===== config.mk =====
export PLATFORM = sky130hd
export DESIGN_NAME = trap_ctrl_mh
export DESIGN_NICKNAME = d
export VERILOG_FILES = /design/src/rtl/trap_ctrl_mh_pkg.sv /design/src/rtl/trap_ctrl_mh_hart_slot.sv /design/src/rtl/trap_ctrl_mh.sv
export SDC_FILE = /design/constraint.sdc
export NUM_CORES = 2
export LEC_CHECK = 0
export BUFFER_PORTS_ARGS = -buffer_cell sky130_fd_sc_hd__buf_2
export CORE_AREA = 4 4 292 294
export DETAILED_ROUTE_END_ITERATION = 16
export DIE_AREA = 0 0 296 298
export MAX_ROUTING_LAYER = met4
export PLACE_DENSITY_LB_ADDON = 0.15
export SYNTH_ARGS = -nofsm -noshare
export SYNTH_HDL_FRONTEND = slang
export SYNTH_SLANG_ARGS = --single-unit

===== constraint.sdc =====
create_clock -name clk -period 5.5 [get_ports clk]
set_clock_uncertainty 0.05 [all_clocks]
set_input_delay 0.275 -clock clk [delete_from_list [all_inputs] [get_ports clk]]
set_output_delay 0.275 -clock clk [all_outputs]
set_load 0.02 [all_outputs]

===== src/rtl/trap_ctrl_mh_pkg.sv =====
// Shared encodings for the multi-hart machine-mode trap sequencer.
package trap_ctrl_mh_pkg;

  // Interrupt cause codes (mcause[XLEN-2:0] when mcause[XLEN-1] is set)
  localparam int unsigned MCAUSE_MEI = 11;
  localparam int unsigned MCAUSE_MSI = 3;
  localparam int unsigned MCAUSE_MTI = 7;
  localparam int unsigned MCAUSE_CODE_W = 4;

  // mstatus fields owned by this block
  localparam int unsigned MSTATUS_MIE_BIT  = 3;
  localparam int unsigned MSTATUS_MPIE_BIT = 7;

  // mie / mip bit positions (match the cause codes)
  localparam int unsigned MIX_MSI_BIT = 3;
  localparam int unsigned MIX_MTI_BIT = 7;
  localparam int unsigned MIX_MEI_BIT = 11;

  // CSR write target selection
  typedef enum logic [1:0] {
    CsrSelMstatus = 2'd0,
    CsrSelMepc    = 2'd1,
    CsrSelMcause  = 2'd2,
    CsrSelMtval   = 2'd3
  } csr_sel_e;

  // Per-hart trap FSM
  typedef enum logic {
    StIdle = 1'b0,
    StPend = 1'b1
  } slot_state_e;

  // Fixed interrupt priority: MEI > MSI > MTI. Caller guarantees one is set.
  function automatic logic [MCAUSE_CODE_W-1:0] irq_code(input logic mei, input logic msi,
                                                        input logic mti);
    logic [MCAUSE_CODE_W-1:0] code;
    code = MCAUSE_CODE_W'(MCAUSE_MTI);
    if (mei) begin
      code = MCAUSE_CODE_W'(MCAUSE_MEI);
    end else if (msi) begin
      code = MCAUSE_CODE_W'(MCAUSE_MSI);
    end else if (mti) begin
      code = MCAUSE_CODE_W'(MCAUSE_MTI);
    end
    return code;
  endfunction

endpackage


===== src/rtl/trap_ctrl_mh_hart_slot.sv =====
// One hart's trap FSM, capture registers and trap CSRs (MIE/MPIE, mepc, mcause, mtval).
module trap_ctrl_mh_hart_slot
  import trap_ctrl_mh_pkg::*;
#(
  parameter int unsigned XLEN = 32
) (
  input  logic            clk,
  input  logic            rst_n,
  // Exception reported for this hart
  input  logic            exc_hit,
  input  logic [XLEN-1:0] exc_cause,
  input  logic [XLEN-1:0] exc_pc,
  input  logic [XLEN-1:0] exc_tval,
  // Already masked with the per-hart enables
  input  logic            irq_mei,
  input  logic            irq_msi,
  input  logic            irq_mti,
  input  logic [XLEN-1:0] hart_pc,
  input  logic            mret_hit,
  input  logic            csr_hit,
  input  logic [1:0]      csr_sel,
  input  logic [XLEN-1:0] csr_wdata,
  // Arbiter handshake granted to this hart
  input  logic            commit,
  output logic            hold,
  output logic [XLEN-1:0] pend_cause,
  output logic            mie,
  output logic            mpie,
  output logic [XLEN-1:0] mepc,
  output logic [XLEN-1:0] mcause,
  output logic [XLEN-1:0] mtval
);

  slot_state_e     state_q;
  logic [XLEN-1:0] cap_cause_q;
  logic [XLEN-1:0] cap_epc_q;
  logic [XLEN-1:0] cap_tval_q;
  logic [XLEN-1:0] mepc_q;
  logic [XLEN-1:0] mcause_q;
  logic [XLEN-1:0] mtval_q;
  logic            mie_q;
  logic            mpie_q;

  logic            irq_any;
  logic [XLEN-1:0] irq_cause;
  logic            take_exc;
  logic            take_irq;
  logic            do_commit;
  logic            do_mret;
  logic            do_csr;
  csr_sel_e        sel;

  // Decide which event acts on this hart this cycle (commit > mret > csr write)
  always_comb begin
    sel       = csr_sel_e'(csr_sel);
    irq_any   = irq_mei | irq_msi | irq_mti;
    irq_cause = {1'b1, (XLEN-1)'(irq_code(irq_mei, irq_msi, irq_mti))};
    take_exc  = (state_q == StIdle) && exc_hit;
    take_irq  = (state_q == StIdle) && !exc_hit && mie_q && irq_any;
    do_commit = (state_q == StPend) && commit;
    // A trap captured in the same cycle wins over MRET; MRET in PEND is dropped
    do_mret   = (state_q == StIdle) && mret_hit && !take_exc && !take_irq;
    do_csr    = csr_hit && !do_commit && !do_mret;
  end

  // FSM, capture and CSR state
  always_ff @(posedge clk) begin
    if (!rst_n) begin
      state_q     <= StIdle;
      cap_cause_q <= '0;
      cap_epc_q   <= '0;
      cap_tval_q  <= '0;
      mepc_q      <= '0;
      mcause_q    <= '0;
      mtval_q     <= '0;
      mie_q       <= 1'b0;
      mpie_q      <= 1'b0;
    end else begin
      unique case (state_q)
        StIdle: begin
          if (take_exc) begin
            state_q     <= StPend;
            cap_cause_q <= exc_cause;
            cap_epc_q   <= exc_pc;
            cap_tval_q  <= exc_tval;
          end else if (take_irq) begin
            state_q     <= StPend;
            cap_cause_q <= irq_cause;
            cap_epc_q   <= hart_pc;
            cap_tval_q  <= '0;
          end
        end
        StPend: begin
          // Capture is frozen here; new exceptions and interrupt levels are ignored
          if (commit) begin
            state_q <= StIdle;
          end
        end
        default: state_q <= StIdle;
      endcase

      if (do_commit) begin
        mepc_q   <= cap_epc_q;
        mcause_q <= cap_cause_q;
        mtval_q  <= cap_tval_q;
        mpie_q   <= mie_q;
        mie_q    <= 1'b0;
      end else if (do_mret) begin
        mie_q  <= mpie_q;
        mpie_q <= 1'b1;
      end else if (do_csr) begin
        unique case (sel)
          CsrSelMstatus: begin
            mie_q  <= csr_wdata[MSTATUS_MIE_BIT];
            mpie_q <= csr_wdata[MSTATUS_MPIE_BIT];
          end
          CsrSelMepc:   mepc_q   <= {csr_wdata[XLEN-1:2], 2'b00};
          CsrSelMcause: mcause_q <= csr_wdata;
          CsrSelMtval:  mtval_q  <= csr_wdata;
          default: ;
        endcase
      end
    end
  end

  assign hold       = (state_q == StPend);
  assign pend_cause = cap_cause_q;
  assign mie        = mie_q;
  assign mpie       = mpie_q;
  assign mepc       = mepc_q;
  assign mcause     = mcause_q;
  assign mtval      = mtval_q;

endmodule


===== src/rtl/trap_ctrl_mh.sv =====
// Multi-hart machine-mode trap sequencer: per-hart trap slots plus a round-robin
// arbiter that hands one redirect at a time to fetch over a valid/ready handshake.
module trap_ctrl_mh
  import trap_ctrl_mh_pkg::*;
#(
  parameter int unsigned NUM_HARTS   = 4,
  parameter int unsigned XLEN        = 32,
  parameter int unsigned HART_ID_W   = 2,
  parameter int unsigned VECTORED_EN = 1
) (
  input  logic                      clk,
  input  logic                      rst_n,
  input  logic [XLEN-1:0]           mtvec,
  input  logic [NUM_HARTS-1:0]      mie_meie,
  input  logic [NUM_HARTS-1:0]      mie_mtie,
  input  logic [NUM_HARTS-1:0]      mie_msie,
  input  logic [NUM_HARTS-1:0]      irq_meip,
  input  logic [NUM_HARTS-1:0]      irq_mtip,
  input  logic [NUM_HARTS-1:0]      irq_msip,
  input  logic [NUM_HARTS*XLEN-1:0] hart_pc,
  input  logic                      exc_valid,
  input  logic [HART_ID_W-1:0]      exc_hart_id,
  input  logic [XLEN-1:0]           exc_cause,
  input  logic [XLEN-1:0]           exc_pc,
  input  logic [XLEN-1:0]           exc_tval,
  input  logic                      mret_valid,
  input  logic [HART_ID_W-1:0]      mret_hart_id,
  input  logic                      csr_we,
  input  logic [HART_ID_W-1:0]      csr_hart_id,
  input  logic [1:0]                csr_sel,
  input  logic [XLEN-1:0]           csr_wdata,
  output logic                      trap_valid,
  input  logic                      trap_ready,
  output logic [HART_ID_W-1:0]      trap_hart_id,
  output logic [XLEN-1:0]           trap_vector,
  output logic [NUM_HARTS-1:0]      hart_hold,
  output logic [NUM_HARTS-1:0]      mstatus_mie,
  output logic [NUM_HARTS-1:0]      mstatus_mpie,
  output logic [NUM_HARTS*XLEN-1:0] mepc_o,
  output logic [NUM_HARTS*XLEN-1:0] mcause_o,
  output logic [NUM_HARTS*XLEN-1:0] mtval_o
);

  logic [NUM_HARTS-1:0] hold;
  logic [NUM_HARTS-1:0] commit_hit;
  logic [XLEN-1:0]      slot_cause [NUM_HARTS];

  logic [HART_ID_W-1:0] ptr_q;
  logic                 lock_q;
  logic [HART_ID_W-1:0] lock_id_q;
  logic [HART_ID_W-1:0] rr_id;
  logic [HART_ID_W-1:0] idx;
  logic                 rr_found;
  logic [HART_ID_W-1:0] grant_id;
  logic                 handshake;
  logic [XLEN-1:0]      grant_cause;
  logic [XLEN-1:0]      vec_base;
  logic                 vec_mode;

  for (genvar h = 0; h < NUM_HARTS; h++) begin : g_slot
    assign commit_hit[h] = handshake && (grant_id == HART_ID_W'(h));

    trap_ctrl_mh_hart_slot #(
      .XLEN (XLEN)
    ) u_slot (
      .clk        (clk),
      .rst_n      (rst_n),
      .exc_hit    (exc_valid && (exc_hart_id == HART_ID_W'(h))),
      .exc_cause  (exc_cause),
      .exc_pc     (exc_pc),
      .exc_tval   (exc_tval),
      .irq_mei    (irq_meip[h] & mie_meie[h]),
      .irq_msi    (irq_msip[h] & mie_msie[h]),
      .irq_mti    (irq_mtip[h] & mie_mtie[h]),
      .hart_pc    (hart_pc[h*XLEN +: XLEN]),
      .mret_hit   (mret_valid && (mret_hart_id == HART_ID_W'(h))),
      .csr_hit    (csr_we && (csr_hart_id == HART_ID_W'(h))),
      .csr_sel    (csr_sel),
      .csr_wdata  (csr_wdata),
      .commit     (commit_hit[h]),
      .hold       (hold[h]),
      .pend_cause (slot_cause[h]),
      .mie        (mstatus_mie[h]),
      .mpie       (mstatus_mpie[h]),
      .mepc       (mepc_o[h*XLEN +: XLEN]),
      .mcause     (mcause_o[h*XLEN +: XLEN]),
      .mtval      (mtval_o[h*XLEN +: XLEN])
    );
  end

  assign hart_hold = hold;

  // Round-robin search over pending harts starting at the pointer
  always_comb begin
    rr_found = 1'b0;
    rr_id    = ptr_q;
    idx      = ptr_q;
    for (int unsigned i = 0; i < NUM_HARTS; i++) begin
      idx = ptr_q + HART_ID_W'(i);
      if (!rr_found && hold[idx]) begin
        rr_found = 1'b1;
        rr_id    = idx;
      end
    end
  end

  // Redirect outputs; a stalled grant is locked so a newly pending hart cannot
  // steal the slot while fetch is not ready
  always_comb begin
    grant_id    = lock_q ? lock_id_q : rr_id;
    trap_valid  = |hold;
    trap_hart_id = grant_id;
    handshake   = trap_valid && trap_ready;
    grant_cause = slot_cause[grant_id];
    vec_base    = {mtvec[XLEN-1:2], 2'b00};
    vec_mode    = (VECTORED_EN != 0) && (mtvec[1:0] == 2'b01);
    trap_vector = vec_base;
    if (vec_mode && grant_cause[XLEN-1]) begin
      trap_vector = vec_base + {grant_cause[XLEN-3:0], 2'b00};
    end
  end

  // Pointer advance on handshake and grant lock while stalled
  always_ff @(posedge clk) begin
    if (!rst_n) begin
      ptr_q     <= '0;
      lock_q    <= 1'b0;
      lock_id_q <= '0;
    end else if (handshake) begin
      ptr_q  <= grant_id + HART_ID_W'(1);
      lock_q <= 1'b0;
    end else if (trap_valid) begin
      lock_q    <= 1'b1;
      lock_id_q <= grant_id;
    end
  end

endmodule


== Word-level counts from Yosys, hierarchy flattened ==
Cells that the tools add are included.
Storage, ports and cells
  bits in registers: 785
  output and inout port bits: 431
  word-level logic and storage cells: 380
Cells by class
  add/sub/neg operators: 5
  order comparisons: 5
  eq/ne operators: 20
  muxes and demuxes: 128
  bitwise operators: 27
  reductions and logical operators: 156
Operators by type and width (number)
  $mux W32: 66
  $bmux W32 S2: 1
  $logic_and A1 B1 Y1: 61
  $reduce_bool A2 Y1: 28
  $mux W1: 41
  $reduce_and A3 Y1: 12
  $add A32 B32 Y32: 1
  $reduce_and A2 Y1: 13
  $reduce_bool A3 Y1: 8
  $logic_not A1 Y1: 23
  $eq A2 B2 Y1 const B: 10
  $mux W4: 4
  $and A1 B1 Y1: 12
  $eq A2 B1 Y1 const B: 6
  $lt A2 B3 Y1 const B: 4
  $mux W3: 4
  $logic_not A2 Y1: 5
  $reduce_or A2 Y1: 5
  $bmux W1 S2: 4
  $mux W2: 4
  $ne A2 B1 Y1 const B: 4
  $or A1 B1 Y1: 8
  $pmux W1 S2: 4
  $not A1 Y1: 6
  other kinds (5): 7

== Longest topological paths before layout ==
  depth in word-level cells: 22
  mapped depth: 20

== Hierarchy ==
A second synthesis with hierarchy kept.
Unflattened totals
  cells, all modules: 4184
  area, all modules: 35809.3 µm²
By module, submodules not included
  trap_ctrl_mh_hart_slot: instances 4, cells an instance 899, area an instance 8086.5 µm², sequential area each 3903.7 µm²
  trap_ctrl_mh: instances 1, cells an instance 588, area an instance 3463.3 µm², sequential area each 100.1 µm²

== Least setup slack after synthesis ==
OpenSTA, ideal clock, no wires.
  path kind: reg2out
  from: reg g_slot[0].u_slot.state_q
  to: out trap_vector[27]
  data arrival time: 4585 ps
  data required time: 5175 ps
  setup slack: 590 ps
  cell stages (with the launch flop): 19
  buffers on the path: 3
  cell sequence: dfxtp_1 > buf_2 > nor2_2 > a21boi_1 > o41a_1 > inv_2 > clkbuf_1 > clkbuf_1 > nand2_1 > a31oi_1 > ha_1 > o211ai_1 > o21ai_0 > o31ai_1 > o41ai_1 > a31oi_1 > nor2_1 > or3b_2 > a41oi_1
On the way
  cells in the longest elaborated chain, start to end: 19
RTL lines
  start: declaration: line trap_ctrl_mh_hart_slot.sv:34  | slot_state_e state_q;
  start signal: assignment: line trap_ctrl_mh_hart_slot.sv:69  | state_q <= StIdle;
  start signal: assignment: line trap_ctrl_mh_hart_slot.sv:82  | state_q <= StPend;
  start signal: assignment: line trap_ctrl_mh_hart_slot.sv:87  | state_q <= StPend;
  $bmux W1 S2: line trap_ctrl_mh.sv:100  | if (!rr_found && hold[idx]) begin
  $mux W1 (implied by the code): line trap_ctrl_mh.sv:100
  $mux W1: line trap_ctrl_mh.sv:100
  $logic_not A1 Y1: line trap_ctrl_mh.sv:100
  $logic_and A1 B1 Y1: line trap_ctrl_mh.sv:100
  $mux W1: line trap_ctrl_mh.sv:100
  $logic_not A1 Y1: line trap_ctrl_mh.sv:100
  $logic_and A1 B1 Y1: line trap_ctrl_mh.sv:100
  [... 3 more ...]
  $mux W2 *: line trap_ctrl_mh.sv:100
  $mux W2 *: line trap_ctrl_mh.sv:110  | grant_id = lock_q ? lock_id_q : rr_id;
  net trap_hart_id[0]: line trap_ctrl_mh.sv:34  | output logic [HART_ID_W-1:0] trap_hart_id,
  $not A2 Y3 (implied by the code) *: line trap_ctrl_mh.sv:114  | grant_cause = slot_cause[grant_id];
  $bmux W32 S2 *: line trap_ctrl_mh.sv:114
  $mux W32 (implied by the code) * (2 in series): line trap_ctrl_mh.sv:114
  $add A32 B32 Y32 or $logic_and A1 B1 Y1 (tied branches): line trap_ctrl_mh.sv:119, trap_ctrl_mh.sv:118
  $mux W32 *: line trap_ctrl_mh.sv:118  | if (vec_mode && grant_cause[XLEN-1]) begin
  end: declaration: line trap_ctrl_mh.sv:35  | output logic [XLEN-1:0] trap_vector,
Mark *: on every way through the listed nets, which the timed path passes. The rest lies on a longest branch. The select of a mux whose other input is x is not followed.

== Final worst setup path ==
  from: reg g_slot[2].u_slot.state_q
  to: out trap_vector[27]
On the way
  cells in the longest elaborated chain, start to end: 19
RTL lines (line)
  start: declaration: trap_ctrl_mh_hart_slot.sv:34
  start signal: assignment: trap_ctrl_mh_hart_slot.sv:69
  start signal: assignment: trap_ctrl_mh_hart_slot.sv:82
  start signal: assignment: trap_ctrl_mh_hart_slot.sv:87
  $bmux W1 S2: trap_ctrl_mh.sv:100
  $mux W1 (implied by the code): trap_ctrl_mh.sv:100
  $mux W1: trap_ctrl_mh.sv:100
  $logic_not A1 Y1: trap_ctrl_mh.sv:100
  $logic_and A1 B1 Y1: trap_ctrl_mh.sv:100
  $mux W1: trap_ctrl_mh.sv:100
  $logic_not A1 Y1: trap_ctrl_mh.sv:100
  $logic_and A1 B1 Y1: trap_ctrl_mh.sv:100
  [... 2 more ...]
  $logic_and A1 B1 Y1: trap_ctrl_mh.sv:100
  $mux W2 *: trap_ctrl_mh.sv:100
  $mux W2 *: trap_ctrl_mh.sv:110
  $not A2 Y3 (implied by the code) *: trap_ctrl_mh.sv:114
  $bmux W32 S2 *: trap_ctrl_mh.sv:114
  $mux W32 (implied by the code) * (2 in series): trap_ctrl_mh.sv:114
  $add A32 B32 Y32 or $logic_and A1 B1 Y1 (tied branches): trap_ctrl_mh.sv:119, trap_ctrl_mh.sv:118
  $mux W32 *: trap_ctrl_mh.sv:118
Mark *: on every way between the ends. The rest lies on a longest branch, timed or not. The select of a mux whose other input is x is not followed.

==> results.txt <==
Status: complete, no violations
Post-synth EDFFs: 0
Fill count: 7,886
Synth Register Bits: 785
Min-delay src: exc_pc[29]
Core area: 82,890 um2
Ratio of cells with drive above 1 in the final layout: 0.2129
Vias: 34,710
Fmax: 190.5 MHz
Final Instance Count excl. Fillers: 5,956
Worst-Skew Late Latency: 650 ps
Vias in the first global route: 32,930
Initial antenna violation count: 32
Worst Hold End: g_slot[0].u_slot.cap_epc_q[29]
Vias per std cell: 5.827
Gr ovfl total: 0
Residual DRC: 0
Tmin final: 5250 ps
Ports: 757
Worst ir drop on vdd: 0.0002375 V
Largest net degree at the start of global routing: 194
First-pass GRT wire length: 229,900 um
First-pass detailed-route iteration total: 8
Power per Cell Area: 333.5 nW/um2
# clock sinks: 785
Routed len/inst: 27.23 um
RSZ-0062 raised after global routing: no
Primary FF master, synth: dfxtp_1
Seq/Total Area, Yosys: 0.4557
GRT Total Usage: 0.3605
Commonest cells after routing, fill and taps aside: 788 x nor2_1, 785 x dfxtp_1, 754 x buf_2
Met3 wire len: 13,940 um
Height of the die: 298 um
Final Max Slew Viols: 0
Initial DRC Count: 3,566
Final worst-path cycle share: 0.9545
Fraction of registers with async set/reset: 0
Initial Util: 0.4160
DRT met1 WL: 66,940 um
Reg2reg path depth: 13
Worst-path clk slew: 60 ps
Critical R2R Capture: g_slot[3].u_slot.mcause[24]
YS warnings: 0
Reg-to-reg setup timing slack: 1070 ps
CTS root buf: clkbuf_16
Worst hold stages: 3
Width of the chip: 296 um
FP Rows: 106
Max-Cap Viols: 0
Worst Setup End Kind: primary output
Clk buf depth: 3
Critical Path Start Type: register
Met2 WL: 72,280 um
Mapped Cells: 3,946
CTS Buf Count: 87
Mapped cell area: 34,480 um2
Uppermost layer routed: met4
Setup TNS: 0 ps
Most common cell after layout, fill and taps aside: nor2_1
Worst path required time: 5180 ps
Final hold violation count: 0
Reg-to-reg startpoint: g_slot[2].u_slot.hold
Leak: 20.98 nW
Overall die area: 88,210 um2
Final setup fails: 0
CTS tree: yes
Mean cell area of the mapped netlist: 8.739 um2
Dpl cells: 5,444
Layout area overhead: 30.78%
Setup CP Type: register to primary output
Critical path fanouts, max: 25
Hold crit path type: input pin to register
Final #Nets: 5,141
Antenna Nets Post-Route: 0
Dpl hpwl: 111,300 um
Slew Limit Headroom: 0.2189
Critical Path AT: 4920 ps
Total number of H-tree levels: 3
Tightest Pin Transition: 1168 ps
GP Congestion: 0.9035
Cell variety after synth: 63
PortBufs: 754
Overall routed net length: 162,200 um
-- report_power, final --
part	internal (mW)	total [mW]	switching, mW
Sequential	5.96	6.16	0.203
Combinational	1.07	2.87	1.80
Clock	3.42	6.01	2.59
-- worst max path at each step --
| stage | to | slack [ps] | cells past startpoint | start |
|---|---|---|---|---|
| floorplan | trap_vector[27] | 590 | 18 | g_slot[0].u_slot.hold |
| global placement | trap_vector[26] | 550 | 19 | g_slot[2].u_slot.hold |
| detailed placement | trap_vector[26] | 450 | 19 | g_slot[2].u_slot.hold |
| CTS | trap_vector[12] | 60 | 20 | g_slot[1].u_slot.hold |
| global route | trap_vector[27] | 2 | 18 | g_slot[0].u_slot.hold |
| finish | trap_vector[27] | 250 | 18 | g_slot[2].u_slot.hold |
-- cells in the mapped netlist, types with 3 or more instances --
cell | number | share of area
nand3_1 | 23 | 0.0033
ha_1 | 34 | 0.012
buf_4 | 23 | 0.0050
o31ai_1 | 7 | 0.0015
a21boi_0 | 4 | 0.00087
mux2_2 | 6 | 0.0020
a31oi_1 | 34 | 0.0062
o21a_1 | 3 | 0.00065
a222oi_1 | 3 | 0.00087
nor3b_1 | 5 | 0.0011
inv_1 | 16 | 0.0017
nand2_1 | 437 | 0.048
nand4_1 | 4 | 0.00073
and2_1 | 5 | 0.00091
nand2b_1 | 12 | 0.0022
o211ai_1 | 4 | 0.00087
nor3_1 | 7 | 0.0010
a211oi_1 | 390 | 0.085
dfxtp_1 | 785 | 0.46
xor2_1 | 12 | 0.0030
o21bai_1 | 7 | 0.0015
o221a_2 | 9 | 0.0029
inv_2 | 3 | 0.00033
buf_1 | 15 | 0.0016
a22oi_1 | 238 | 0.052
nor2_1 | 791 | 0.086
a221oi_1 | 7 | 0.0018
clkbuf_1 | 327 | 0.036
mux2i_1 | 392 | 0.11
a21o_1 | 13 | 0.0028
nor2b_1 | 10 | 0.0018
or3_1 | 4 | 0.00073
buf_2 | 35 | 0.0051
a311oi_1 | 133 | 0.034
and3_1 | 36 | 0.0065
o21ai_0 | 35 | 0.0051
a21oi_1 | 34 | 0.0049
xnor2_1 | 9 | 0.0023
-- final cells by class --
cell class,count,area (um2),area share
multi-input combinational,2741,17340,0.3845
sequential,785,15720,0.3485
tap,1080,1351,0.02996
clock buffer,126,2525,0.05599
inverter,19,88.84,0.001970
clock inverter,34,406.6,0.009017
antenna,25,62.56,0.001387
timing repair buffer,1146,7609,0.1687
-- stage by stage --
| step | setup WS [ps] | power (mW) | hold slack, ps | utilization | area (um2) |
|---|---|---|---|---|---|
| floorplan | 589.9 | 7.784 | 382.3 | - | 34490 |
| global placement | 548.4 | 8.796 | 389.5 | 0.4667 | 38690 |
| detailed placement | 453.0 | 8.803 | 404.9 | 0.4667 | 38690 |
| CTS | 59.83 | 14.97 | 0.8336 | 0.5417 | 44910 |
| global route | 1.773 | 15.53 | 22.02 | 0.5440 | 45090 |
| finish | 250.1 | 15.04 | 28.81 | 0.5440 | 45100 |
-- routing by layer --
layer / track usage / vias up
met5: - / -
met4: 0.1705 / 0
met3: 0.06329 / 336
met2: 0.5502 / 1691
met1: 0.4643 / 16860
li1: - / 15820
-- critical path, cell delays in order (launching register included) --
cell,delay (ps)
dfxtp_1,350
nor2b_2,190
o21a_1,190
o41a_2,460
inv_8,160
buf_6,190
nand2_1,70
and3_1,170
a31oi_1,230
ha_1,350
a21oi_1,190
o211ai_1,130
a22oi_2,250
o41ai_4,160
a31oi_4,210
nor2_1,90
or3b_2,460
a41oi_1,230
buf_2,200
-- flip-flops by register name, summed over array words and instances (netlist names) --
signal                    flops
g_slot.u_slot.cap_epc_q     128
g_slot.u_slot.pend_cause    128
g_slot.u_slot.mcause        128
g_slot.u_slot.mepc          128
ptr_q                         2
lock_q                        1
g_slot.u_slot.mpie            4
g_slot.u_slot.cap_tval_q    128
g_slot.u_slot.hold            4
g_slot.u_slot.mtval         128
lock_id_q                     2
g_slot.u_slot.mie             4
-- repair_timing --
item                                    in CTS  in global routing
gates resized for setup                      9                 23
endpoints found under the setup margin       6                 13
pin swaps                                    0                  6
setup buffers                                0                  3
endpoints found under the hold margin      386                  0
hold buffers                               324                  0
-- logic make-up (layout without fill, tap and decap cells) --
| family | after synthesis | after routing | synth area share |
|---|---|---|---|
| DFF | 785 | 785 | 0.4557 |
| and+or+nand+nor | 1347 | 1347 | 0.1549 |
| AOI/OAI and AO/OA | 937 | 937 | 0.2046 |
| xor gates and xnor gates | 21 | 21 | 0.005334 |
| other | 1 | 27 | 0.0001087 |
| adders and majority gates | 35 | 35 | 0.01292 |
| muxes | 399 | 399 | 0.1164 |
| buffers and inverters | 421 | 1325 | 0.05003 |
Note: power is estimated with default switching activity, not from simulation.
